==> src/rtl/i2c_pkg.sv <==
// Shared definitions for the I2C configuration sequencer and the I2C master
// controller it feeds: device address, delay-entry marker, table entry layout and FSM states.
package i2c_pkg;

    localparam logic [6:0]  I2C_DEV_ADDR   = 7'h3C;
    localparam logic [15:0] I2C_DELAY_MARK = 16'hFFFF;

    typedef struct packed {
        logic [15:0] addr;
        logic [7:0]  data;
    } cfg_entry_t;

    typedef enum logic [2:0] {
        ST_PWR_WAIT = 3'd0,
        ST_LOAD     = 3'd1,
        ST_ISSUE    = 3'd2,
        ST_BUSY     = 3'd3,
        ST_GAP      = 3'd4,
        ST_DELAY    = 3'd5,
        ST_DONE     = 3'd6,
        ST_ERROR    = 3'd7
    } cfg_state_t;

endpackage

==> src/rtl/i2c_cfg_rom.sv <==
// Sensor configuration table, one {register address, data} word per index.
// Only this file changes when the sequencer is retargeted to another sensor.
module i2c_cfg_rom
    import i2c_pkg::*;
#(
    parameter logic [7:0] REG_NUM = 8'd4
) (
    input  logic [7:0]  idx,
    output logic [23:0] cfg_word
);

    always_comb begin
        cfg_word = 24'h0;
        if (idx < REG_NUM) begin
            case (idx)
                8'd0:    cfg_word = {16'h3008, 8'h82};      // soft reset
                8'd1:    cfg_word = {I2C_DELAY_MARK, 8'h02}; // wait 2 units
                8'd2:    cfg_word = {16'h3103, 8'h03};      // clock source select
                8'd3:    cfg_word = {16'h3017, 8'hFF};      // pad output enable
                default: cfg_word = 24'h0;
            endcase
        end
    end

endmodule

==> src/rtl/i2c_cfg_seq.sv <==
// Register-initialisation sequencer: after a power-on wait it turns each table
// entry into one I2C write (or a timed delay) and reports done / timeout error.
module i2c_cfg_seq
    import i2c_pkg::*;
#(
    parameter logic [7:0]  REG_NUM    = 8'd4,
    parameter logic [15:0] POWER_WAIT = 16'd5000,
    parameter logic [7:0]  GAP_CYC    = 8'd8,
    parameter logic [15:0] TIMEOUT    = 16'd2000,
    parameter logic [15:0] DELAY_MARK = I2C_DELAY_MARK,
    parameter logic [15:0] DELAY_UNIT = 16'd250,
    parameter logic        ADDR_16B   = 1'b1
) (
    input  logic        sys_clk,
    input  logic        sys_rst,
    input  logic        cfg_restart,
    input  logic        i2c_end,
    output logic        i2c_start,
    output logic        wr_en,
    output logic        rd_en,
    output logic        addr_num,
    output logic [15:0] byte_addr,
    output logic [7:0]  wr_data,
    output logic [7:0]  cfg_idx,
    output logic        cfg_done,
    output logic        cfg_err
);

    // Terminal counts; a zero-length wait still occupies one cycle.
    localparam logic [23:0] PWR_LAST = (POWER_WAIT == 16'd0) ? 24'd0 : 24'(POWER_WAIT - 16'd1);
    localparam logic [23:0] GAP_LAST = (GAP_CYC == 8'd0)     ? 24'd0 : 24'(GAP_CYC - 8'd1);
    localparam logic [23:0] TO_LAST  = (TIMEOUT == 16'd0)    ? 24'd0 : 24'(TIMEOUT - 16'd1);

    cfg_state_t  r_state;
    cfg_state_t  w_next_state;
    logic [23:0] r_cnt;
    logic [7:0]  r_idx;
    logic [15:0] r_byte_addr;
    logic [7:0]  r_wr_data;
    logic        r_i2c_start;
    logic        r_wr_en;
    logic        r_done;
    logic        r_err;

    logic [23:0] w_cfg_word;
    cfg_entry_t  w_entry;
    logic [23:0] w_delay_len;
    logic [23:0] w_delay_last;
    logic        w_last;
    logic        w_step;

    i2c_cfg_rom #(
        .REG_NUM (REG_NUM)
    ) u_rom (
        .idx      (r_idx),
        .cfg_word (w_cfg_word)
    );

    assign w_entry      = w_cfg_word;
    assign w_delay_len  = 24'(r_wr_data) * 24'(DELAY_UNIT);
    assign w_delay_last = (w_delay_len == 24'd0) ? 24'd0 : w_delay_len - 24'd1;
    assign w_last       = (r_idx == REG_NUM - 8'd1);

    // NOTE: every always_comb output gets a default first so no path leaves it unassigned (no latch).
    always_comb begin
        w_next_state = r_state;
        w_step       = 1'b0;
        case (r_state)
            ST_PWR_WAIT: if (r_cnt == PWR_LAST) w_next_state = (REG_NUM == 8'd0) ? ST_DONE : ST_LOAD;
            ST_LOAD:     w_next_state = (w_entry.addr == DELAY_MARK) ? ST_DELAY : ST_ISSUE;
            ST_ISSUE:    w_next_state = ST_BUSY;
            ST_BUSY: begin
                // i2c_end takes priority over a simultaneous timeout
                if (i2c_end)                w_next_state = ST_GAP;
                else if (r_cnt == TO_LAST)  w_next_state = ST_ERROR;
            end
            ST_GAP:      w_step = (r_cnt == GAP_LAST);
            ST_DELAY:    w_step = (r_cnt == w_delay_last);
            ST_DONE,
            ST_ERROR:    if (cfg_restart) w_next_state = ST_LOAD;
            default:     w_next_state = ST_PWR_WAIT;
        endcase
        if (w_step) w_next_state = w_last ? ST_DONE : ST_LOAD;
    end

    // NOTE: state and outputs use non-blocking assignments so every register samples pre-edge values.
    always_ff @(posedge sys_clk) begin
        if (sys_rst) begin
            r_state     <= ST_PWR_WAIT;
            r_cnt       <= 24'd0;
            r_idx       <= 8'd0;
            r_byte_addr <= 16'h0000;
            r_wr_data   <= 8'h00;
            r_i2c_start <= 1'b0;
            r_wr_en     <= 1'b0;
            r_done      <= 1'b0;
            r_err       <= 1'b0;
        end else begin
            r_state <= w_next_state;

            // The timeout window spans ISSUE and BUSY, so the count carries across that step.
            if (r_state == ST_DONE || r_state == ST_ERROR)
                r_cnt <= 24'd0;
            else if (w_next_state != r_state && r_state != ST_ISSUE)
                r_cnt <= 24'd0;
            else
                r_cnt <= r_cnt + 24'd1;

            if (r_state == ST_LOAD) begin
                r_byte_addr <= w_entry.addr;
                r_wr_data   <= w_entry.data;
            end

            if ((r_state == ST_DONE || r_state == ST_ERROR) && cfg_restart)
                r_idx <= 8'd0;
            else if (w_step && !w_last)
                r_idx <= r_idx + 8'd1;

            // Outputs follow the state being entered, so they are aligned with it.
            r_i2c_start <= (w_next_state == ST_ISSUE);
            r_wr_en     <= (w_next_state == ST_ISSUE) || (w_next_state == ST_BUSY);
            r_done      <= (w_next_state == ST_DONE);
            r_err       <= (w_next_state == ST_ERROR);
        end
    end

    assign i2c_start = r_i2c_start;
    assign wr_en     = r_wr_en;
    assign rd_en     = 1'b0;
    assign addr_num  = ADDR_16B;
    assign byte_addr = r_byte_addr;
    assign wr_data   = r_wr_data;
    assign cfg_idx   = r_idx;
    assign cfg_done  = r_done;
    assign cfg_err   = r_err;

endmodule
==> config.mk <==
export PLATFORM = sky130hd
export DESIGN_NAME = i2c_cfg_seq
export DESIGN_NICKNAME = d
export VERILOG_FILES = /design/src/rtl/i2c_pkg.sv /design/src/rtl/i2c_cfg_rom.sv /design/src/rtl/i2c_cfg_seq.sv
export SDC_FILE = /design/constraint.sdc
export NUM_CORES = 1
export LEC_CHECK = 0
export ABC_CLOCK_PERIOD_IN_PS = 7820
export CAP_MARGIN = 10
export CELL_PAD_IN_SITES_DETAIL_PLACEMENT = 1
export CELL_PAD_IN_SITES_GLOBAL_PLACEMENT = 1
export CORE_MARGIN = 3
export CORE_UTILIZATION = 44
export CTS_CLUSTER_DIAMETER = 80
export DETAILED_ROUTE_END_ITERATION = 7
export PLACE_DENSITY = 0.86
export SYNTH_ARGS = -nofsm -noshare
export SYNTH_HDL_FRONTEND = slang
export SYNTH_SLANG_ARGS = --single-unit
==> constraint.sdc <==
create_clock -name sys_clk -period 7.82 [get_ports sys_clk]
set_input_delay 1.955 -clock sys_clk [delete_from_list [all_inputs] [get_ports sys_clk]]
set_output_delay 1.955 -clock sys_clk [all_outputs]
set_load 0.03 [all_outputs]
==> flow_metrics.env, run 1 <==
export IMPL_pin_count_of_the_biggest_net_entering_global_routing=25
export IMPL_fp_row_count=35
export IMPL_tritoncts_num_sinks=48
export IMPL_track_usage_pct=22.5
export IMPL_tritoncts="yes"
export IMPL_p_leak_nw=1.92
export IMPL_totalNegativeSetupSlack_ps=0
export IMPL_detail_route_drc_violations=0
export IMPL_post_layout_nonfiller_instances=687
export IMPL_synthesis_yosys_warnings=0
export IMPL_cts_hold_buffers_added=0
export IMPL_cts_made_buffers=5
export IMPL_ir_worst_vdd_mv=0.0947
export IMPL_ios=42
export IMPL_coreArea_sq_mm=0.00950
export IMPL_cts_setup_buffers=0
export IMPL_postRouteWirelength_microns=12300
export IMPL_timing_critical_path_slowest_stage_cell="sky130_fd_sc_hd__nor4b_1"
export IMPL_syn_instance_count=552
export IMPL_critPathArrivalTime_ps=7240
export IMPL_startpoint_type="register"
export IMPL_post_layout_total_power_mw=0.451
export IMPL_number_of_unique_standard_cell_types_used_by_synthesis=75
export IMPL_cpPeakStageDelay_ps=650
export IMPL_cts_resized=0
export IMPL_rsz0062_at_grt="false"
export IMPL_syn_area_sq_mm=0.00442
export IMPL_cpMostUsedCell="sky130_fd_sc_hd__ha_1"
export IMPL_clkSlewWorstSetupHoldPaths_ps=90
export IMPL_pwr_density_mw_per_mm2=92.9
export IMPL_clock_skew_ps=13.6
export IMPL_die_width_microns=106
export IMPL_max_slew_worst_pin_slew_ps=995
export IMPL_path_class="register to register"
export IMPL_cts_root_buffer="sky130_fd_sc_hd__clkbuf_8"
export IMPL_initial_utilization_pct=46.5
export IMPL_antenna_cells_inserted=0
export IMPL_crit_path_max_fanout=13
export IMPL_placement_io_buffers=39
export IMPL_placement_cell_area_sq_mm=0.00474
export IMPL_max_cap_viol_count=0
export IMPL_final_critical_path_time_including_i_o_delays_and_setup_ps=7060
export IMPL_min_path_type="register to register"
export IMPL_crit_chain="inv_1 > ha_1 > xnor2_1 > ha_1 > fa_1 > fa_1 > ha_1 > a21o_1 > a311o_1 > o2111a_1 > a211o_4 > a2111oi_0 > mux2_2 > a2111oi_0 > nand4_1 > nor4b_1 > nor2b_1 > nor4b_1"
export IMPL_number_of_antenna_violations_at_the_first_check_in_global_routing=0
export IMPL_synth_top_flop_cell="sky130_fd_sc_hd__dfxtp_1"
export IMPL_gpl_final_weighted_congestion=0.834
export IMPL_detail_route_antenna_nets=0
export IMPL_final_cell_area_sq_mm=0.00486
export IMPL_status="finished, final reports clean"
export IMPL_routed_via_count=3995
export IMPL_dr_first_iter_drc_count=171
export IMPL_finalNetCount=603
export IMPL_synth_net_count=598
export IMPL_final_period_utilization_pct=90.3
export IMPL_grt_pass1_wl_microns=21000
export IMPL_fp_dieH_microns=106
export IMPL_timing_hold_violations_final=0
export IMPL_htree_levels=2
export IMPL_mean_instance_size_in_the_synthesized_netlist_sq_um=8.01
export IMPL_layout_cells_most_common="sky130_fd_sc_hd__nor2_1"
export IMPL_post_synthesis_sequential_element_count=48
export IMPL_total_grt_overflow=0
export IMPL_dp_cells=679
export IMPL_relSlewSlack_pct=33.1
export IMPL_cp_end_kind="register"
export IMPL_max_freq_mhz=142
export IMPL_area_growth_from_synthesis_to_final_layout_pct=9.88
export IMPL_first_pass_iters=4
export IMPL_clk_path_buf_depth=2
export IMPL_clkLatencyLatePin_ps=310
export IMPL_crit_required_ps=8000
export IMPL_final_setup_viol_count=0
export IMPL_number_of_enable_type_register_cells_in_the_synthesized_netlist=0
export IMPL_viasPerCell=5.82
export IMPL_most_frequent_cells_in_the_layout="72 x sky130_fd_sc_hd__nor2_1, 49 x sky130_fd_sc_hd__nand2_1, 48 x sky130_fd_sc_hd__dfxtp_1"
export IMPL_seq_area_frac_synth_pct=21.7
export IMPL_drive_above_1_share_pct=5.91
export IMPL_async_reset_ff_share_pct=0
export IMPL_grt_pass1_vias=4238
export IMPL_die_area_sq_mm=0.0113
export IMPL_hpwlAfterDp_microns=9770
export IMPL_finalMaxSlewViolations=0
export IMPL_utilization_pct=51.1
export IMPL_routed_wire_length_per_instance_microns=17.8
## final timing paths
kind	cells past startpoint	slack (ps)	from	end
worst max-delay path	18	760	byte_addr[13]	i2c_start
worst min-delay path	2	460	byte_addr[3]	byte_addr[3]
worst max register to register	18	760	byte_addr[13]	i2c_start
worst min register to register	2	460	byte_addr[3]	byte_addr[3]
## stage by stage
stage	hold WS (ps)	setup slack (ps)
final	462	760
after global routing	495	174
after CTS	465	730
after detailed placement	452	768
after global placement	445	1120
after floorplan	446	1280
## cell type report
class | count | area, sq um
clock buffers | 5 | 68.8
well taps | 129 | 161
inverters | 20 | 75.1
repair buffers | 41 | 405
multi-input cells | 441 | 3140
fillers | 1162 | 4640
clock inverters | 3 | 47.5
flip-flops and latches | 48 | 961
## power by group
group	switching, mW	leakage [nW]	internal [mW]
registers	0.00345	0.387	0.246
logic	0.00961	1.48	0.00541
clock network	0.0907	0.0583	0.0965
## logic make-up after synthesis
logic type | Yosys count | share of synthesized area (%)
AO/OA/AOI/OAI | 96 | 16.4
multiplexers | 10 | 2.35
buffers and inverters | 63 | 7.27
AND/OR/NAND/NOR | 241 | 28.2
XOR/XNOR | 50 | 11.0
other | 2 | 0.170
adder cells (fa/ha/maj) | 42 | 12.9
flip-flops | 48 | 21.7
## state kept, by name, summed over array words and instances (netlist names)
signal and count:
cfg_err 1, wr_data 3, byte_addr 6, r_cnt 24
cfg_idx 8, i2c_start 1, wr_en 1, cfg_done 1
r_state 3
## cell usage after synthesis, drive strengths merged, types with 11 or more instances
library cell  instances  area, sq um
xnor2                29          262
nand2b               13         81.3
o21ai                12         63.8
dfxtp                48          961
inv                  20         75.1
clkbuf               16         60.1
a21oi                25          125
nand2                49          184
nor3                 18         95.1
o211ai               11         82.6
nor4                 14          124
buf                  27          186
nand3                15         75.1
nor2                 72          270
ha                   36          450
xor2                 18          158
## worst max-delay path: cells and delay by family (launching register included)
family	cells	cell delay, ps
DFF	1	630
xor gates and xnor gates	1	140
muxes	1	390
and+or+nand+nor	4	1500
adders and majority gates	5	2040
AOI/OAI and AO/OA	6	2100
buffers and inverters	1	130
## metal layers
| layer | vias up | GRT usage, % | part of all wire, % |
|---|---|---|---|
| li1 | 1950 | - | - |
| met1 | 1969 | 28.2 | 44 |
| met2 | 58 | 40.7 | 53 |
| met3 | 18 | 2.31 | 2.1 |
| met4 | 0 | 6.11 | 1.6 |
| met5 | - | 0 | 0 |
Power figures use the tool's default switching activity.
==> run 2: changes to the inputs <==
Settings changed: SKIP_LAST_GASP set to 1.
==> results of run 2 <==
Same layout as run 1: the final DEF is identical, and so are final timing and power.
==> run 3: changes to the inputs <==
Settings changed: CORE_MARGIN 3 to 8.
==> run 3 against run 2 <==
Against the previous run: combinational power about the same; first-iteration DRC count up 22%; routed wire length is 2.0% higher; register-to-register slack better by 120 ps; sequential share of layout area fell by 0.061 points; worst hold slack worse by 4.2 ps.
==> flow_metrics.env, run 3 (synthesis gave the netlist of run 1 again) <==
export IMPL_final_critical_path_setup_slack_ps=879
export IMPL_final_setup_viol_count=0
export IMPL_cts_made_buffers=5
export IMPL_max_slew_worst_pin_slew_ps=930
export IMPL_cts_hold_buffers_added=0
export IMPL_layout_cells_most_common="sky130_fd_sc_hd__nor2_1"
export IMPL_crit_path_max_fanout=13
export IMPL_most_frequent_cells_in_the_layout="72 x sky130_fd_sc_hd__nor2_1, 49 x sky130_fd_sc_hd__nand2_1, 48 x sky130_fd_sc_hd__dfxtp_1"
export IMPL_tritoncts_num_sinks=48
export IMPL_cp_end_kind="register"
export IMPL_total_grt_overflow=0
export IMPL_clkLatencyLatePin_ps=310
export IMPL_clock_skew_ps=5.03
export IMPL_fill_cells=1210
export IMPL_max_flop_register="r_cnt"
export IMPL_track_usage_pct=19.2
export IMPL_area_growth_from_synthesis_to_final_layout_pct=10.2
export IMPL_grt_pass1_wl_microns=20900
export IMPL_ios=42
export IMPL_detail_route_antenna_nets=0
export IMPL_crit_required_ps=8030
export IMPL_clk_path_buf_depth=2
export IMPL_cts_resized=0
export IMPL_antenna_cells_inserted=0
export IMPL_totalNegativeSetupSlack_ps=0
export IMPL_htree_levels=2
export IMPL_dr_first_iter_drc_count=209
export IMPL_timing_critical_path_slowest_stage_cell="sky130_fd_sc_hd__nor4b_1"
export IMPL_final_period_utilization_pct=88.8
export IMPL_pwr_density_mw_per_mm2=94.8
export IMPL_flip_flop_count_of_the_largest_register_after_layout=24
export IMPL_critPathArrivalTime_ps=7150
export IMPL_drive_above_1_share_pct=5.91
export IMPL_routed_via_count=4040
export IMPL_timing_hold_violations_final=0
export IMPL_clkSlewWorstSetupHoldPaths_ps=90
export IMPL_max_freq_mhz=144
export IMPL_fp_dieH_microns=116
export IMPL_hpwlAfterDp_microns=10000
export IMPL_tritoncts="yes"
export IMPL_rsz0062_at_grt="false"
export IMPL_detail_route_drc_violations=0
export IMPL_number_of_antenna_violations_at_the_first_check_in_global_routing=0
export IMPL_critical_path_top_delay_family="adder cells"
export IMPL_dp_slack_ps=908
export IMPL_utilization_pct=49.9
export IMPL_fp_row_count=36
export IMPL_routed_wire_length_per_instance_microns=18.1
export IMPL_die_area_sq_mm=0.0135
export IMPL_gpl_final_weighted_congestion=0.863
export IMPL_dp_cells=683
export IMPL_cpPeakStageDelay_ps=680
export IMPL_p_leak_nw=1.93
export IMPL_max_cap_viol_count=0
export IMPL_finalNetCount=603
export IMPL_placement_io_buffers=39
export IMPL_ir_worst_vdd_mv=0.0701
export IMPL_final_critical_path_time_including_i_o_delays_and_setup_ps=6940
export IMPL_cpMostUsedCell="sky130_fd_sc_hd__ha_1"
export IMPL_first_pass_iters=4
export IMPL_status="finished, final reports clean"
export IMPL_path_class="register to register"
export IMPL_min_path_type="register to register"
export IMPL_post_layout_nonfiller_instances=691
export IMPL_relSlewSlack_pct=37.5
export IMPL_die_width_microns=116
export IMPL_grt_pass1_vias=4178
export IMPL_cts_setup_buffers=0
export IMPL_viasPerCell=5.85
export IMPL_buf_inv_on_cp=1
export IMPL_postRouteWirelength_microns=12500
export IMPL_startpoint_type="register"
export IMPL_finalMaxSlewViolations=0
export IMPL_pin_count_of_the_biggest_net_entering_global_routing=25
export IMPL_initial_utilization_pct=45.2
export IMPL_cts_root_buffer="sky130_fd_sc_hd__clkbuf_8"
export IMPL_coreArea_sq_mm=0.00977
export IMPL_crit_chain="inv_1 > ha_1 > xnor2_1 > ha_1 > fa_1 > fa_1 > ha_1 > a21o_1 > a311o_1 > o2111a_1 > a211o_4 > a2111oi_0 > mux2_2 > a2111oi_0 > nand4_1 > nor4b_1 > nor2b_1 > nor4b_1"
## run 3: cell types whose count changed in the layout (fill, tap and decap cells not counted)
cell                       previous run  this run
sky130_fd_sc_hd__clkbuf_8             5         7
sky130_fd_sc_hd__clkinv_4             2         0
## run 3: area by class of cell
type | instances | area [sq um] | area share [%]
multi-input cells | 441 | 3140 | 64.4
flip-flops and latches | 48 | 961 | 19.7
repair buffers | 41 | 405 | 8.32
well taps | 133 | 166 | 3.41
clock buffers | 7 | 96.3 | 1.98
inverters | 20 | 75.1 | 1.54
clock inverters | 1 | 30.0 | 0.616
## run 3: routing by layer
layer / track usage (%) / routed length, microns / vias up
met1: 22.8 / 5440 / 1972
li1: - / - / 1954
met5: 0 / 0 / -
met4: 8.90 / 442 / 0
met2: 33.7 / 6310 / 76
met3: 2.33 / 314 / 38
## run 3: path summary, 6_finish.rpt
kind,depth (start not counted),startpoint,slack [ps],end
min,2,byte_addr[3],460,byte_addr[3]
max,18,byte_addr[13],880,i2c_start
min reg2reg,2,byte_addr[3],460,byte_addr[3]
max reg2reg,18,byte_addr[13],880,i2c_start
## run 3: power by group
group          internal (mW)  leakage, nW  switching (mW)
clock network          0.113       0.0645          0.0850
logic                0.00538         1.48         0.00973
registers              0.246        0.387         0.00338
total                  0.364         1.93          0.0982
## run 3: tightest hold or removal path, cell delays in order (launching register included)
cell	delay [ps]
sky130_fd_sc_hd__dfxtp_1	320
sky130_fd_sc_hd__nand2_1	50
sky130_fd_sc_hd__a21oi_1	50
## run 3: through the flow
stage          hold WS [ps]  total power [mW]  instance area, sq um
5_1_grt                 492             0.479                  4870
2_1_floorplan           446             0.265                  4420
4_1_cts                 460             0.465                  4870
3_5_place_dp            448             0.270                  4750
3_3_place_gp            445             0.269                  4750
6_report                457             0.462                  4870
